## config.mk

```make
export PLATFORM = sky130hd
export DESIGN_NAME = alu_share_arbiter
export DESIGN_NICKNAME = d
export VERILOG_FILES = /design/src/rtl/alu_share_arbiter.sv
export SDC_FILE = /design/constraint.sdc
export NUM_CORES = 1
export LEC_CHECK = 0
export CORE_MARGIN = 1
export CORE_UTILIZATION = 40
export DETAILED_ROUTE_END_ITERATION = 8
export PLACE_DENSITY = 0.79
export SYNTH_ARGS = -nofsm -noshare
export SYNTH_HDL_FRONTEND = slang
export SYNTH_SLANG_ARGS = --single-unit
```

## constraint.sdc

```tcl
create_clock -name clk -period 1.3 [get_ports clk]
set_clock_uncertainty 0.05 [all_clocks]
set_input_delay 0.39 -clock clk [delete_from_list [all_inputs] [get_ports clk]]
set_output_delay 0.39 -clock clk [all_outputs]
set_load 0.01 [all_outputs]
```

## src/rtl/alu_share_arbiter.sv

```systemverilog
// Round-robin arbiter sharing one external combinational ALU between two requesters.
// Operands are registered toward the ALU, and the result is captured once and returned over a response handshake.
//
// state | meaning
// IDLE  | waiting for a request; grants one requester combinationally
// EXEC  | ALU inputs registered; capture alu_y at the next edge
// RESP  | result held for the owner until its response handshake
module alu_share_arbiter #(
  parameter int WIDTH = 4
) (
  input  logic             clk,
  input  logic             rst_n,
  input  logic             req0_valid,
  output logic             req0_ready,
  input  logic [1:0]       req0_sel,
  input  logic [WIDTH-1:0] req0_a,
  input  logic [WIDTH-1:0] req0_b,
  input  logic             req1_valid,
  output logic             req1_ready,
  input  logic [1:0]       req1_sel,
  input  logic [WIDTH-1:0] req1_a,
  input  logic [WIDTH-1:0] req1_b,
  output logic             resp0_valid,
  input  logic             resp0_ready,
  output logic             resp1_valid,
  input  logic             resp1_ready,
  output logic [WIDTH-1:0] resp_data,
  output logic             resp_zero,
  output logic [WIDTH-1:0] alu_a,
  output logic [WIDTH-1:0] alu_b,
  output logic [1:0]       alu_sel,
  input  logic [WIDTH-1:0] alu_y,
  output logic             busy
);

  typedef enum logic [1:0] {IDLE, EXEC, RESP} state_t;

  state_t state;
  logic   owner;
  logic   last_gnt;
  logic   gnt0;
  logic   gnt1;
  logic   resp_done;

  // last_gnt resets to 1 so requester 0 wins the first contention
  assign gnt0 = req0_valid && (!req1_valid || last_gnt);
  assign gnt1 = req1_valid && (!req0_valid || !last_gnt);

  assign req0_ready = (state == IDLE) && gnt0;
  assign req1_ready = (state == IDLE) && gnt1;

  assign resp_done = (resp0_valid && resp0_ready) || (resp1_valid && resp1_ready);

  always_ff @(posedge clk or negedge rst_n) begin
    if (!rst_n) begin
      state       <= IDLE;
      owner       <= 1'b0;
      last_gnt    <= 1'b1;
      alu_a       <= '0;
      alu_b       <= '0;
      alu_sel     <= 2'b00;
      resp_data   <= '0;
      resp_zero   <= 1'b0;
      resp0_valid <= 1'b0;
      resp1_valid <= 1'b0;
      busy        <= 1'b0;
    end else begin
      case (state)
        IDLE: begin
          if (gnt0) begin
            alu_a    <= req0_a;
            alu_b    <= req0_b;
            alu_sel  <= req0_sel;
            owner    <= 1'b0;
            last_gnt <= 1'b0;
            busy     <= 1'b1;
            state    <= EXEC;
          end else if (gnt1) begin
            alu_a    <= req1_a;
            alu_b    <= req1_b;
            alu_sel  <= req1_sel;
            owner    <= 1'b1;
            last_gnt <= 1'b1;
            busy     <= 1'b1;
            state    <= EXEC;
          end
        end
        EXEC: begin
          resp_data   <= alu_y;
          resp_zero   <= (alu_y == '0);
          resp0_valid <= !owner;
          resp1_valid <= owner;
          state       <= RESP;
        end
        RESP: begin
          if (resp_done) begin
            resp0_valid <= 1'b0;
            resp1_valid <= 1'b0;
            busy        <= 1'b0;
            state       <= IDLE;
          end
        end
        default: state <= IDLE;
      endcase
    end
  end

endmodule

```

[Yosys cells after proc, flatten, opt, wreduce, memory -nomap -nowiden]
Index checks and enable logic that the tools add are counted.
Widths: inputs -> output; s select.
Word-level totals
  register bits: 22
Operators by class
  reductions and logical operators: 22
  eq/ne operators: 4
  muxes and demuxes: 17
Operator list (number)
  $mux 4: 4
  $mux 2: 5
  $logic_and 1x1->1: 6
  $pmux 1 s2: 3
  $pmux 2 s3: 1
  $reduce_and 2->1: 3
  $reduce_bool 2->1: 3
  $logic_not 1->1: 4
  $logic_not 4->1: 1
  $mux 1: 4
  $logic_or 1x1->1: 3
  $ne 3x3->1 const B: 1
  $reduce_and 3->1: 1
  $eq 2x1->1 const B: 1
  $eq 2x2->1 const B: 1
  $logic_not 2->1: 1
  $ne 2x2->1 const B: 1

[Longest topological paths before layout]
  depth in word-level cells: 6
  depth in mapped cells: 4
  gate-level depth less buffers: 3

[Worst setup path after synthesis]
Ideal clock, no wire load.
  kind: flip-flop to output port
  start point: reg state[1]
  end point: out req0_ready
  stages on the path, launching flop included: 3
  data required time: 860 ps
  setup slack: 5 ps
  buffers on the path: 0
  arrival: 855 ps
  path through: dfrtp_1 nor2_1 and3_1
On the way
  word-level cells in the longest chain between the ends: 2
Ends and longest elaborated chain
  start: declaration: line 38  | state_t state;
  start signal: assignment: line 56  | state <= IDLE;
  start signal: assignment: line 77  | state <= EXEC;
  start signal: assignment: line 85  | state <= EXEC;
  $logic_not 2->1: line 49  | assign req0_ready = (state == IDLE) && gnt0;
  $logic_and 1x1->1: line 49
  end: declaration: line 14  | output logic req0_ready,
No other way between the ends.

[Worst setup path in the final report]
  start point: reg state[1]
  end point: out req1_ready
On the way
  word-level cells in the longest chain between the ends: 2
Ends and longest elaborated chain
  $logic_not 2->1: line 50  | assign req1_ready = (state == IDLE) && gnt1;
  $logic_and 1x1->1: line 50
  end: declaration: line 19  | output logic req1_ready,
No other way between the ends.

==> impl_metrics.prom <==
# TYPE chip_impl_metric gauge
chip_impl_info{name="status",value="finished, violations left"} 1
chip_impl_info{name="failed_checks",value="negative setup slack"} 1
chip_impl_metric{name="worst-path-stages",unit=""} 3
chip_impl_metric{name="cp_slowest_stage_delay",unit="ps"} 420
chip_impl_info{name="kind_of_critical_path",value="register to primary output"} 1
chip_impl_metric{name="power.share.switching",unit="%"} 38.0
chip_impl_metric{name="totalNegativeSetupSlack",unit="ps"} -916
chip_impl_info{name="holdCritPathClass",value="input pin to async pin"} 1
chip_impl_metric{name="first_global_vias",unit=""} 1105
chip_impl_metric{name="rrSetupSlack",unit="ps"} -10
chip_impl_metric{name="detail_route.wirelength",unit="mm"} 3.32
chip_impl_metric{name="final-setup-viol-count",unit=""} 10
chip_impl_metric{name="internal_power",unit="mW"} 2.53
chip_impl_metric{name="detailedPlacementHpwl",unit="mm"} 2.06
chip_impl_metric{name="mappedNetlistNets",unit=""} 141
chip_impl_info{name="setup_repair_after_global_routing_missed_its_margin",value="true"} 1
chip_impl_metric{name="number_of_buffers_between_clock_root_and_the_deepest_sink",unit=""} 2
chip_impl_metric{name="globalRouteOverflowTotal",unit=""} 0
chip_impl_metric{name="timing_worst_slew_pin_value",unit="ps"} 307
chip_impl_metric{name="top_level_i_o_count",unit=""} 50
chip_impl_info{name="ys_dominant_reg_cell",value="sky130_fd_sc_hd__dfrtp_1"} 1
chip_impl_metric{name="hold_viol",unit=""} 0
chip_impl_info{name="cp-start-kind",value="register"} 1
chip_impl_metric{name="share_comb_of_total_power",unit="%"} 60.6
chip_impl_metric{name="detail_route.iter0.violations",unit=""} 25
chip_impl_metric{name="worst-endpoint-required",unit="ps"} 860
chip_impl_metric{name="timing.max_slew.rel_slack",unit="%"} 79.5
chip_impl_metric{name="cts_inserted_buffers",unit=""} 3
chip_impl_metric{name="synth_top_area_share",unit="%"} 48.8
chip_impl_metric{name="initial_utilization",unit="%"} 43.0
chip_impl_metric{name="irDropWorstVdd",unit="mV"} 1.48
chip_impl_metric{name="setup_ws",unit="ps"} -438
chip_impl_metric{name="whs",unit="ps"} 353
chip_impl_metric{name="synth.ff_latch_count",unit=""} 22
chip_impl_metric{name="place.port_buffers",unit=""} 49
chip_impl_info{name="cp_top_family",value="simple AND/OR/NAND/NOR gates"} 1
chip_impl_metric{name="total_power",unit="mW"} 4.08
chip_impl_info{name="synth_largest_area_cell",value="sky130_fd_sc_hd__dfrtp_1"} 1
chip_impl_metric{name="n_antenna_cell",unit=""} 0
chip_impl_metric{name="clkSlewWorstSetupHoldPaths",unit="ps"} 130
chip_impl_metric{name="place_congestion",unit=""} 0.736
chip_impl_metric{name="grt_antenna_before_repair",unit=""} 0
chip_impl_metric{name="numClockSinks",unit=""} 22
chip_impl_metric{name="period_needed",unit="ps"} 1740
chip_impl_metric{name="clock_tree.htree_level_count",unit=""} 1
chip_impl_metric{name="synth_async_sr_flop_share",unit="%"} 100
chip_impl_metric{name="syn_to_final_growth",unit="%"} 74.8
chip_impl_info{name="synth_area_leaders",value="sky130_fd_sc_hd__dfrtp_1, sky130_fd_sc_hd__a31oi_2, sky130_fd_sc_hd__a21oi_1, sky130_fd_sc_hd__nand2_1, sky130_fd_sc_hd__o21ai_0"} 1
chip_impl_metric{name="core.rowCount",unit=""} 18
chip_impl_metric{name="worst-r2r-cell-count",unit=""} 4
chip_impl_metric{name="mappedNetlistArea",unit="µm²"} 1080
chip_impl_metric{name="place_inst",unit=""} 198
chip_impl_metric{name="num_vias",unit=""} 1171
chip_impl_metric{name="cells_after_synthesis",unit=""} 111
chip_impl_metric{name="die_area",unit="µm²"} 2900
chip_impl_metric{name="detail-route-antenna-nets",unit=""} 0
chip_impl_info{name="regToRegStartpoint",value="last_gnt$_DFFE_PN1P_"} 1
chip_impl_metric{name="power.leakage",unit="nW"} 0.859
chip_impl_metric{name="pin_count_of_the_biggest_net_entering_global_routing",unit=""} 23
chip_impl_metric{name="synth.lib_cells_used.distinct",unit=""} 24
chip_impl_info{name="cpMaxStageDelayCell",value="sky130_fd_sc_hd__dfrtp_1"} 1
chip_impl_metric{name="crit_path_max_fanout",unit=""} 3
chip_impl_info{name="timing.critical_path.cells",value="nor2_2 -> and3_1 -> buf_2"} 1
chip_impl_metric{name="route.detailed.drc",unit=""} 0
chip_impl_metric{name="share_of_cells_above_drive_strength_1",unit="%"} 46.9
chip_impl_info{name="cts_tree",value="built"} 1
chip_impl_metric{name="crit_arrival",unit="ps"} 1300
chip_impl_metric{name="number_of_enable_type_register_cells_in_the_synthesized_netlist",unit=""} 0
chip_impl_metric{name="total_switching_power",unit="mW"} 1.55
chip_impl_metric{name="synth.yosys.seq_area_share",unit="%"} 51.3
chip_impl_metric{name="drt_pre_antenna_iters",unit=""} 5
chip_impl_metric{name="viasPerCell",unit=""} 5.23
chip_impl_metric{name="instances_no_fill",unit=""} 224
chip_impl_metric{name="synth.yosys.warnings",unit=""} 0
chip_impl_metric{name="wire_per_inst",unit="µm"} 14.8
chip_impl_info{name="synthMostInstantiatedCell",value="sky130_fd_sc_hd__dfrtp_1"} 1
chip_impl_metric{name="power_frac_seq",unit="%"} 29.7
chip_impl_info{name="synth_common_cells",value="sky130_fd_sc_hd__dfrtp_1, sky130_fd_sc_hd__nand2_1, sky130_fd_sc_hd__a21oi_1, sky130_fd_sc_hd__o21ai_0, sky130_fd_sc_hd__nand3_1"} 1
chip_impl_metric{name="worst_skew_pair.late_latency",unit="ps"} 320
chip_impl_metric{name="power.share.clock",unit="%"} 9.8
chip_impl_info{name="worst_setup_path_end_kind",value="primary output"} 1
chip_impl_metric{name="final_max_slew_viol_count",unit=""} 0
chip_impl_metric{name="timing.fmax",unit="MHz"} 575
chip_impl_info{name="cts_root_buf",value="sky130_fd_sc_hd__clkbuf_4"} 1
chip_impl_info{name="rr_endpoint",value="alu_b[0]$_DFFE_PN0P_"} 1
chip_impl_metric{name="wire_length_of_the_first_global_routing_pass",unit="mm"} 4.66
chip_impl_metric{name="floorplan.die.width",unit="µm"} 53.9
chip_impl_metric{name="post_synth.cell_area_avg",unit="µm²"} 9.69
chip_impl_metric{name="die_height",unit="µm"} 53.9
chip_impl_metric{name="max-cap-violations",unit=""} 0
chip_impl_metric{name="global_route.usage.total",unit="%"} 22.6
chip_impl_metric{name="finish.net_count",unit=""} 225
chip_impl_metric{name="floorplan.core_area",unit="µm²"} 2500
chip_impl_metric{name="finalCoreUtilization",unit="%"} 75.2
chip_impl_metric{name="power_per_standard_cell_area",unit="nW/µm²"} 2170
chip_impl_metric{name="critical_path.n_buffers_inverters",unit=""} 1
chip_impl_metric{name="fin_crit_sh",unit="%"} 134
layout make-up:
type / instances / area (µm²)
repair buffers: 86 / 698
multi-input cells: 79 / 546
flip-flops and latches: 22 / 552
clock buffers: 4 / 36.3
well taps: 30 / 37.5
inverters: 3 / 11.3
fillers: 177 / 619
placed cells by master, fill, tap and decap left out, types with 3 or more instances in the layout:
cell type,Yosys,layout
sky130_fd_sc_hd__a21oi_2,0,10
sky130_fd_sc_hd__a31oi_2,9,9
sky130_fd_sc_hd__buf_2,4,17
sky130_fd_sc_hd__buf_4,1,34
sky130_fd_sc_hd__buf_6,1,5
sky130_fd_sc_hd__clkbuf_4,0,3
sky130_fd_sc_hd__clkdlybuf4s50_1,0,25
sky130_fd_sc_hd__dfrtp_1,21,21
sky130_fd_sc_hd__dlygate4sd2_1,0,3
sky130_fd_sc_hd__inv_1,3,3
sky130_fd_sc_hd__nand2_1,16,16
sky130_fd_sc_hd__nand3_1,10,10
sky130_fd_sc_hd__o21ai_0,11,7
sky130_fd_sc_hd__o21ai_1,1,4
layer usage:
metal | global-route usage (%) | share of wire (%)
met5 | 0 | 0
met4 | 8.33 | 0.57
met3 | 3.67 | 5.8
met2 | 41.8 | 53
met1 | 25.6 | 41
through the flow:
step | worst slack (ps) | cell area [µm²]
after floorplan | 4.77 | 1080
after global placement | -743 | 1690
after detailed placement | -793 | 1690
after CTS | -409 | 1760
after global routing | -465 | 1880
final | -438 | 1880
power by group through the flow:
stage / Combinational, mW / Sequential [mW] / Clock, mW
global route: 2.67 / 1.25 / 0.410
CTS: 2.10 / 1.20 / 0.390
finish: 2.47 / 1.21 / 0.398
detailed placement: 2.04 / 1.21 / 0
floorplan: 0.880 / 1.35 / 0
global placement: 1.98 / 1.21 / 0
cells by family (layout without fill, tap and decap cells):
family / after synthesis / count (layout) / synth area share (%)
AND/OR/NAND/NOR: 39 / 40 / 17.7
flip-flops: 22 / 22 / 51.3
AO/OA/AOI/OAI: 39 / 39 / 25.7
buffers and inverters: 11 / 93 / 5.35
state kept, by name, summed over array words and instances (netlist names):
name	count
resp1_valid	1
resp_data	4
state	2
last_gnt	1
alu_b	4
resp0_valid	1
resp_zero	1
alu_a	4
alu_sel	2
busy	1
owner	1
repair_timing:
item	4_1_cts	5_1_grt
endpoints found under the setup margin	34	31
cloned	1	0
buffers inserted	9	13
hold buffers	0	0
pin swaps	3	0
gates resized for setup	102	12
worst max path at each step:
stage                          from          to  slack, ps
2_1_floorplan  state[1]$_DFFE_PN0P_  req0_ready          5
3_3_place_gp             req1_valid  req0_ready       -740
6_report       state[1]$_DFFE_PN0P_  req1_ready       -440
3_5_place_dp             req1_valid  req0_ready       -790
4_1_cts        last_gnt$_DFFE_PN1P_  req0_ready       -410
5_1_grt        state[1]$_DFFE_PN0P_  req1_ready       -470
Power figures use the tool's default switching activity.
